File: config.mk
export PLATFORM = sky130hd
export DESIGN_NAME = mem_copy_dma
export DESIGN_NICKNAME = d
export VERILOG_FILES = /design/src/rtl/mem_copy_dma_pkg.sv /design/src/rtl/mem_copy_dma_idx.sv /design/src/rtl/mem_copy_dma.sv
export SDC_FILE = /design/constraint.sdc
export NUM_CORES = 1
export LEC_CHECK = 0
export CORE_MARGIN = 8
export CORE_UTILIZATION = 55
export DETAILED_ROUTE_END_ITERATION = 7
export PLACE_DENSITY = 0.87
export RECOVER_POWER = 100
export SETUP_SLACK_MARGIN = 0.2
export SYNTH_ARGS = -nofsm -noshare
export SYNTH_HDL_FRONTEND = slang
export SYNTH_SLANG_ARGS = --single-unit
File: constraint.sdc
create_clock -name clk -period 14.3 [get_ports clk]
set_input_delay 2.86 -clock clk [delete_from_list [all_inputs] [get_ports clk]]
set_output_delay 2.86 -clock clk [all_outputs]
set_load 0.1 [all_outputs]
File: src/rtl/mem_copy_dma_pkg.sv
`default_nettype none
// ============================================================================
// Module      : mem_copy_dma_pkg
// Description : Shared types and constants for the mem_copy_dma block:
//               FSM state encoding, default widths and index directions.
//               MEM_COPY_DMA_BACKWARD_EN (optional) enables descending copies
//               for overlapping dst>src regions.
// Revision    : 1.0 - initial release
// ============================================================================
package mem_copy_dma_pkg;

  localparam int c_DEF_ADDR_W = 32;
  localparam int c_DEF_DATA_W = 32;
  localparam int c_DEF_LEN_W  = 16;

  // Index walk direction
  localparam logic c_DIR_UP = 1'b0;
  localparam logic c_DIR_DN = 1'b1;

  typedef enum logic [1:0] {
    IDLE = 2'd0,
    RD   = 2'd1,
    WR   = 2'd2,
    FIN  = 2'd3
  } state_t;

endpackage
`default_nettype wire

File: src/rtl/mem_copy_dma_idx.sv
`default_nettype none
// ============================================================================
// Module      : mem_copy_dma_idx
// Description : Loadable word-index counter for the copy engine. Steps up or
//               down by one and flags the terminal count (i_term when
//               counting up, zero when counting down).
// Ports       : clk, rst       - clock, async active-high reset
//               i_load/_val    - load a start index
//               i_step         - advance one word in direction i_dir
//               i_term         - last index of an ascending walk
//               o_idx, o_tc    - current index, terminal-count flag
// Revision    : 1.0 - initial release
// ============================================================================
module mem_copy_dma_idx
  import mem_copy_dma_pkg::*;
#(
  parameter int LEN_W = c_DEF_LEN_W
) (
  input  logic             clk,
  input  logic             rst,
  input  logic             i_load,
  input  logic [LEN_W-1:0] i_load_val,
  input  logic             i_step,
  input  logic             i_dir,
  input  logic [LEN_W-1:0] i_term,
  output logic [LEN_W-1:0] o_idx,
  output logic             o_tc
);

  localparam logic [LEN_W-1:0] c_ONE = LEN_W'(1);

  logic [LEN_W-1:0] r_idx;

  always_ff @(posedge clk or posedge rst) begin
    if (rst) begin
      r_idx <= '0;
    end else if (i_load) begin
      r_idx <= i_load_val;
    end else if (i_step) begin
      r_idx <= (i_dir == c_DIR_UP) ? r_idx + c_ONE : r_idx - c_ONE;
    end
  end

  assign o_idx = r_idx;
  assign o_tc  = (i_dir == c_DIR_UP) ? (r_idx == i_term) : (r_idx == '0);

endmodule
`default_nettype wire

File: src/rtl/mem_copy_dma.sv
`default_nettype none
// ============================================================================
// Module      : mem_copy_dma
// Description : Block-copy initiator on the single-port data memory. Copies
//               len words from src_addr to dst_addr, one read cycle and one
//               write cycle per word, then pulses done. Addresses wrap
//               modulo 2^ADDR_W. Memory strobes decode from state only.
//               Optional macro MEM_COPY_DMA_BACKWARD_EN: overlapping copies
//               with dst>src run descending (memmove semantics).
// Ports       : clk, rst                  - clock, async active-high reset
//               start/src_addr/dst_addr/len - copy request (IDLE only)
//               busy, done                  - status (done = 1-cycle pulse)
//               MemRead/MemWrite/Address/WriteData/ReadData - memory port
// Revision    : 1.0 - initial release
// ============================================================================
module mem_copy_dma
  import mem_copy_dma_pkg::*;
#(
  parameter int ADDR_W = c_DEF_ADDR_W,
  parameter int DATA_W = c_DEF_DATA_W,
  parameter int LEN_W  = c_DEF_LEN_W
) (
  input  logic              clk,
  input  logic              rst,
  input  logic              start,
  input  logic [ADDR_W-1:0] src_addr,
  input  logic [ADDR_W-1:0] dst_addr,
  input  logic [LEN_W-1:0]  len,
  output logic              busy,
  output logic              done,
  output logic              MemRead,
  output logic              MemWrite,
  output logic [ADDR_W-1:0] Address,
  output logic [DATA_W-1:0] WriteData,
  input  logic [DATA_W-1:0] ReadData
);

  localparam logic [LEN_W-1:0] c_ONE = LEN_W'(1);

  state_t            r_state;
  state_t            w_next;
  logic [ADDR_W-1:0] r_src;
  logic [ADDR_W-1:0] r_dst;
  logic [LEN_W-1:0]  r_len;
  logic [DATA_W-1:0] r_buf;

  logic              w_accept;
  logic              w_dir;
  logic              w_dir_new;
  logic              w_step;
  logic              w_tc;
  logic [LEN_W-1:0]  w_idx;
  logic [LEN_W-1:0]  w_load_val;
  logic [LEN_W-1:0]  w_term;
  logic [ADDR_W-1:0] w_idx_ext;

  assign w_accept = (r_state == IDLE) && start;

`ifdef MEM_COPY_DMA_BACKWARD_EN
  // Overlap test done one bit wider so src+len cannot wrap and hide overlap.
  logic [ADDR_W:0] w_src_x;
  logic [ADDR_W:0] w_dst_x;
  logic [ADDR_W:0] w_src_end;
  logic            r_dir;

  assign w_src_x   = {1'b0, src_addr};
  assign w_dst_x   = {1'b0, dst_addr};
  assign w_src_end = w_src_x + (ADDR_W+1)'(len);
  assign w_dir_new = ((w_dst_x > w_src_x) && (w_dst_x < w_src_end)) ? c_DIR_DN : c_DIR_UP;

  always_ff @(posedge clk or posedge rst) begin
    if (rst) begin
      r_dir <= c_DIR_UP;
    end else if (w_accept) begin
      r_dir <= w_dir_new;
    end
  end

  assign w_dir = r_dir;
`else
  assign w_dir_new = c_DIR_UP;
  assign w_dir     = c_DIR_UP;
`endif

  // Descending walks start from the last word.
  assign w_load_val = (w_dir_new == c_DIR_DN) ? len - c_ONE : '0;
  assign w_term     = r_len - c_ONE;
  assign w_step     = (r_state == WR) && !w_tc;
  assign w_idx_ext  = ADDR_W'(w_idx);

  mem_copy_dma_idx #(
    .LEN_W (LEN_W)
  ) u_idx (
    .clk        (clk),
    .rst        (rst),
    .i_load     (w_accept),
    .i_load_val (w_load_val),
    .i_step     (w_step),
    .i_dir      (w_dir),
    .i_term     (w_term),
    .o_idx      (w_idx),
    .o_tc       (w_tc)
  );

  // Request latches and read-data buffer
  always_ff @(posedge clk or posedge rst) begin
    if (rst) begin
      r_src <= '0;
      r_dst <= '0;
      r_len <= '0;
      r_buf <= '0;
    end else begin
      if (w_accept) begin
        r_src <= src_addr;
        r_dst <= dst_addr;
        r_len <= len;
      end
      if (r_state == RD) begin
        r_buf <= ReadData;
      end
    end
  end

  always_ff @(posedge clk or posedge rst) begin
    if (rst) begin
      r_state <= IDLE;
    end else begin
      r_state <= w_next;
    end
  end

  always_comb begin
    w_next    = r_state;
    busy      = 1'b0;
    done      = 1'b0;
    MemRead   = 1'b0;
    MemWrite  = 1'b0;
    Address   = '0;
    WriteData = '0;
    case (r_state)
      IDLE: begin
        if (start) begin
          w_next = (len == '0) ? FIN : RD;
        end
      end
      RD: begin
        busy    = 1'b1;
        MemRead = 1'b1;
        Address = r_src + w_idx_ext;
        w_next  = WR;
      end
      WR: begin
        busy      = 1'b1;
        MemWrite  = 1'b1;
        Address   = r_dst + w_idx_ext;
        WriteData = r_buf;
        w_next    = w_tc ? FIN : RD;
      end
      FIN: begin
        done   = 1'b1;
        w_next = IDLE;
      end
      default: w_next = IDLE;
    endcase
  end

endmodule
`default_nettype wire

==> impl_metrics.yaml <==
setup_path:
  crit_path_start_kind: "flip-flop"
  crit_path_max_fanout: 51
  r2r-start: "r_state[0]$_DFFE_PP0P_"
  critPathCaptureType: "output port"
  crit_type: "reg -> out"
  setup.worst_path.start: "r_state[0]$_DFFE_PP0P_"
  critPathArrivalTime_ns: 6.49
  required_ns: 11.44
floorplanning:
  fp.coreArea_um2: 13800
  dieHeight_um: 135
  ios: 183
  fp-row-count: 43
  start_util_pct: 56.0
  dieArea_um2: 18100
  die_w_um: 135
synthesis:
  ys_ff_latch: 130
  ys_dominant_reg_cell: "dfrtp_1"
  postSynthCellCount: 895
  synthesis.area_um2: 7740
  syn_area_per_cell_um2: 8.65
  syn_nets: 1034
  ys_async_sr_fraction_pct: 100
  ys_types: 55
  yosysWarnings: 0
  synth_edf_count: 0
  synth_seq_area_share_pct: 42.0
finish:
  multi_input_area_um2: 4270
  layout.nets: 1198
  final-seq-area_um2: 3250
  fillers: 1006
  drive_gt1_share_pct: 9.24
  final_cell_mix: "nand2_1 (268), dfrtp_1 (130), dlygate4sd3_1 (103)"
  layout_commonest_cell: "nand2_1"
  syn2layout_area_growth_pct: 32.3
sta:
  fin_crit_ns: 9.35
  clock.fmax_ghz: 0.107
  finalHoldViolCount: 0
  slew_headroom_pct: -187
  rsz0062_at_grt: "no"
  report.final.slew_viol_count: 260
  finalClockSkew_ns: 0.00639
  setup_viol: 0
  worstMarginPinSlew_ns: 4.31
  setup_tns_ns: 0
  timing.final.crit_share_pct: 65.4
  setup_ws_ns: 4.95
route:
  top_layer_used: "met4"
  wl_met2_um: 10100
  via_count: 7040
  met3_length_um: 2170
  wl_per_cell_um: 17.7
  drt_iter0_drc: 535
  postRouteAntennaNets: 0
  drcViolationCount: 0
  viasPerCell: 5.62
  first_pass_iters: 6
  drt-total-wl_um: 22100
  wl_met1_um: 9340
job:
  maxCapViolCount: 4
clocking:
  h-tree-depth: 4
  ctsHoldBuffers: 0
  post_cts_buffers: 0
  max-clock-path-buffers: 2
  clock-root-buffer: "clkbuf_16"
  numCtsBuffers: 17
  cts-resized-gates: 0
  cts.sinks: 130
  worstSkewPairLatency_ns: 0.42
  cts_tree: "yes"
  clk_pin_slew_ns: 0.06
global_route:
  antenna_found_initial: 0
  grt_pass1_wl_um: 36500
  grt_usage_pct: 25.1
  grt-ovfl-total: 0
  grt_pass1_vias: 7029
  grt_max_degree: 82
placement:
  pre_cts_ws_ns: 5.49
  dpl.hpwl_um: 16200
  portBuffers: 182
  gp_congestion: 0.875
pwr:
  worst_ir_drop_vdd_mv: 0.141
  power.total_mw: 2.65
  p_per_area_nw_per_um2: 258
  p_leak_nw: 4.83
outcome:
  violations: "max-capacitance violations, max-slew violations"
  outcome: "finished, violations left"
min_path:
  worstHoldStart: "r_dst[31]$_DFFE_PP0P_"
  hold_path_class: "reg -> reg"
registers in the layout, summed over array words and instances (netlist names):
signal / cells
r_buf: 32
r_dst: 32
r_state: 2
r_len: 16
r_src: 32
u_idx.o_idx: 16
layer usage:
layer,GRT usage (%),vias up
li1,-,3378
met1,32.1,3332
met2,37.9,299
met3,8.88,31
met4,9.92,0
met5,0,-
report_power, final:
group	switching, mW	internal [mW]	total, mW	leakage, nW
logic	1.12	0.443	1.56	2.95
registers	0.138	0.528	0.666	1.62
clock network	0.179	0.243	0.422	0.261
total	1.43	1.21	2.65	4.83
critical path: stages, from the launching register on:
cell           delay [ns]
dfrtp_1              0.41
inv_1                0.18
ha_4                 0.45
buf_4                0.58
mux2_2               0.42
ha_1                 0.21
inv_1                0.07
fa_1                 0.18
nor2b_1              0.06
o21a_1               0.18
o21ai_0              0.39
a211oi_1             0.14
o31ai_1              0.84
a21oi_1              0.34
and4_1               0.24
nor3_1               0.11
dlygate4sd3_1        1.24
synth_stat cells (8+ instances only):
| cell | instances | area [um^2] |
|---|---|---|
| nand2b_1 | 8 | 50.1 |
| o31ai_1 | 8 | 60.1 |
| nand4_1 | 13 | 81.3 |
| ha_1 | 23 | 288 |
| nor3_1 | 13 | 65.1 |
| a21o_1 | 13 | 97.6 |
| inv_1 | 17 | 63.8 |
| dfrtp_1 | 130 | 3250 |
| xnor2_1 | 20 | 175 |
| o21ai_0 | 25 | 125 |
| nand3_1 | 22 | 110 |
| clkbuf_1 | 37 | 139 |
| mux2i_1 | 16 | 160 |
| and2_1 | 42 | 263 |
| nand2_1 | 268 | 1010 |
| mux2_2 | 54 | 608 |
| and3_1 | 10 | 62.6 |
| a21oi_1 | 29 | 145 |
| nor2_1 | 39 | 146 |
| xor2_1 | 20 | 175 |
metrics by stage:
stage	hold slack (ns)	cell area, um^2	util [%]	instances
after detailed placement	0.461	9680	70.0	1220
after floorplan	0.438	7740	-	895
after global placement	0.452	9680	70.0	1220
after CTS	0.475	10300	74.2	1252
after global routing	0.494	10200	74.0	1252
final	0.468	10200	74.1	1253
final timing paths:
check / endpoint / slack, ns / cells after the start
worst max-delay path: Address[26] / 4.95 / 16
worst min-delay path: r_dst[31]$_DFFE_PP0P_ / 0.47 / 2
worst max register to register: r_len[10]$_DFFE_PP0P_ / 9.67 / 6
worst min register to register: r_dst[31]$_DFFE_PP0P_ / 0.47 / 2
max in group asynchronous: u_idx.o_idx[8]$_DFFE_PP0P_ / 5.98 / 3
min in group asynchronous: r_buf[17]$_DFFE_PP0P_ / 3.48 / 2
cell type report:
cell class,count,share of cell area [%]
clock inverters,15,1.42
repair buffers,187,18.0
multi-input cells,705,41.7
inverters,18,0.672
clock buffers,17,4.15
diodes,1,0.0244
flip-flops and latches,130,31.8
well taps,180,2.20
cell families after synthesis:
group	synth area share (%)
simple gates	27.1
mux	9.92
buf+inv	2.97
compound gates	9.45
flops	42.0
xor+xnor	4.52
fa+ha+maj	3.97
No activity file was read; power rests on OpenSTA's default activity.
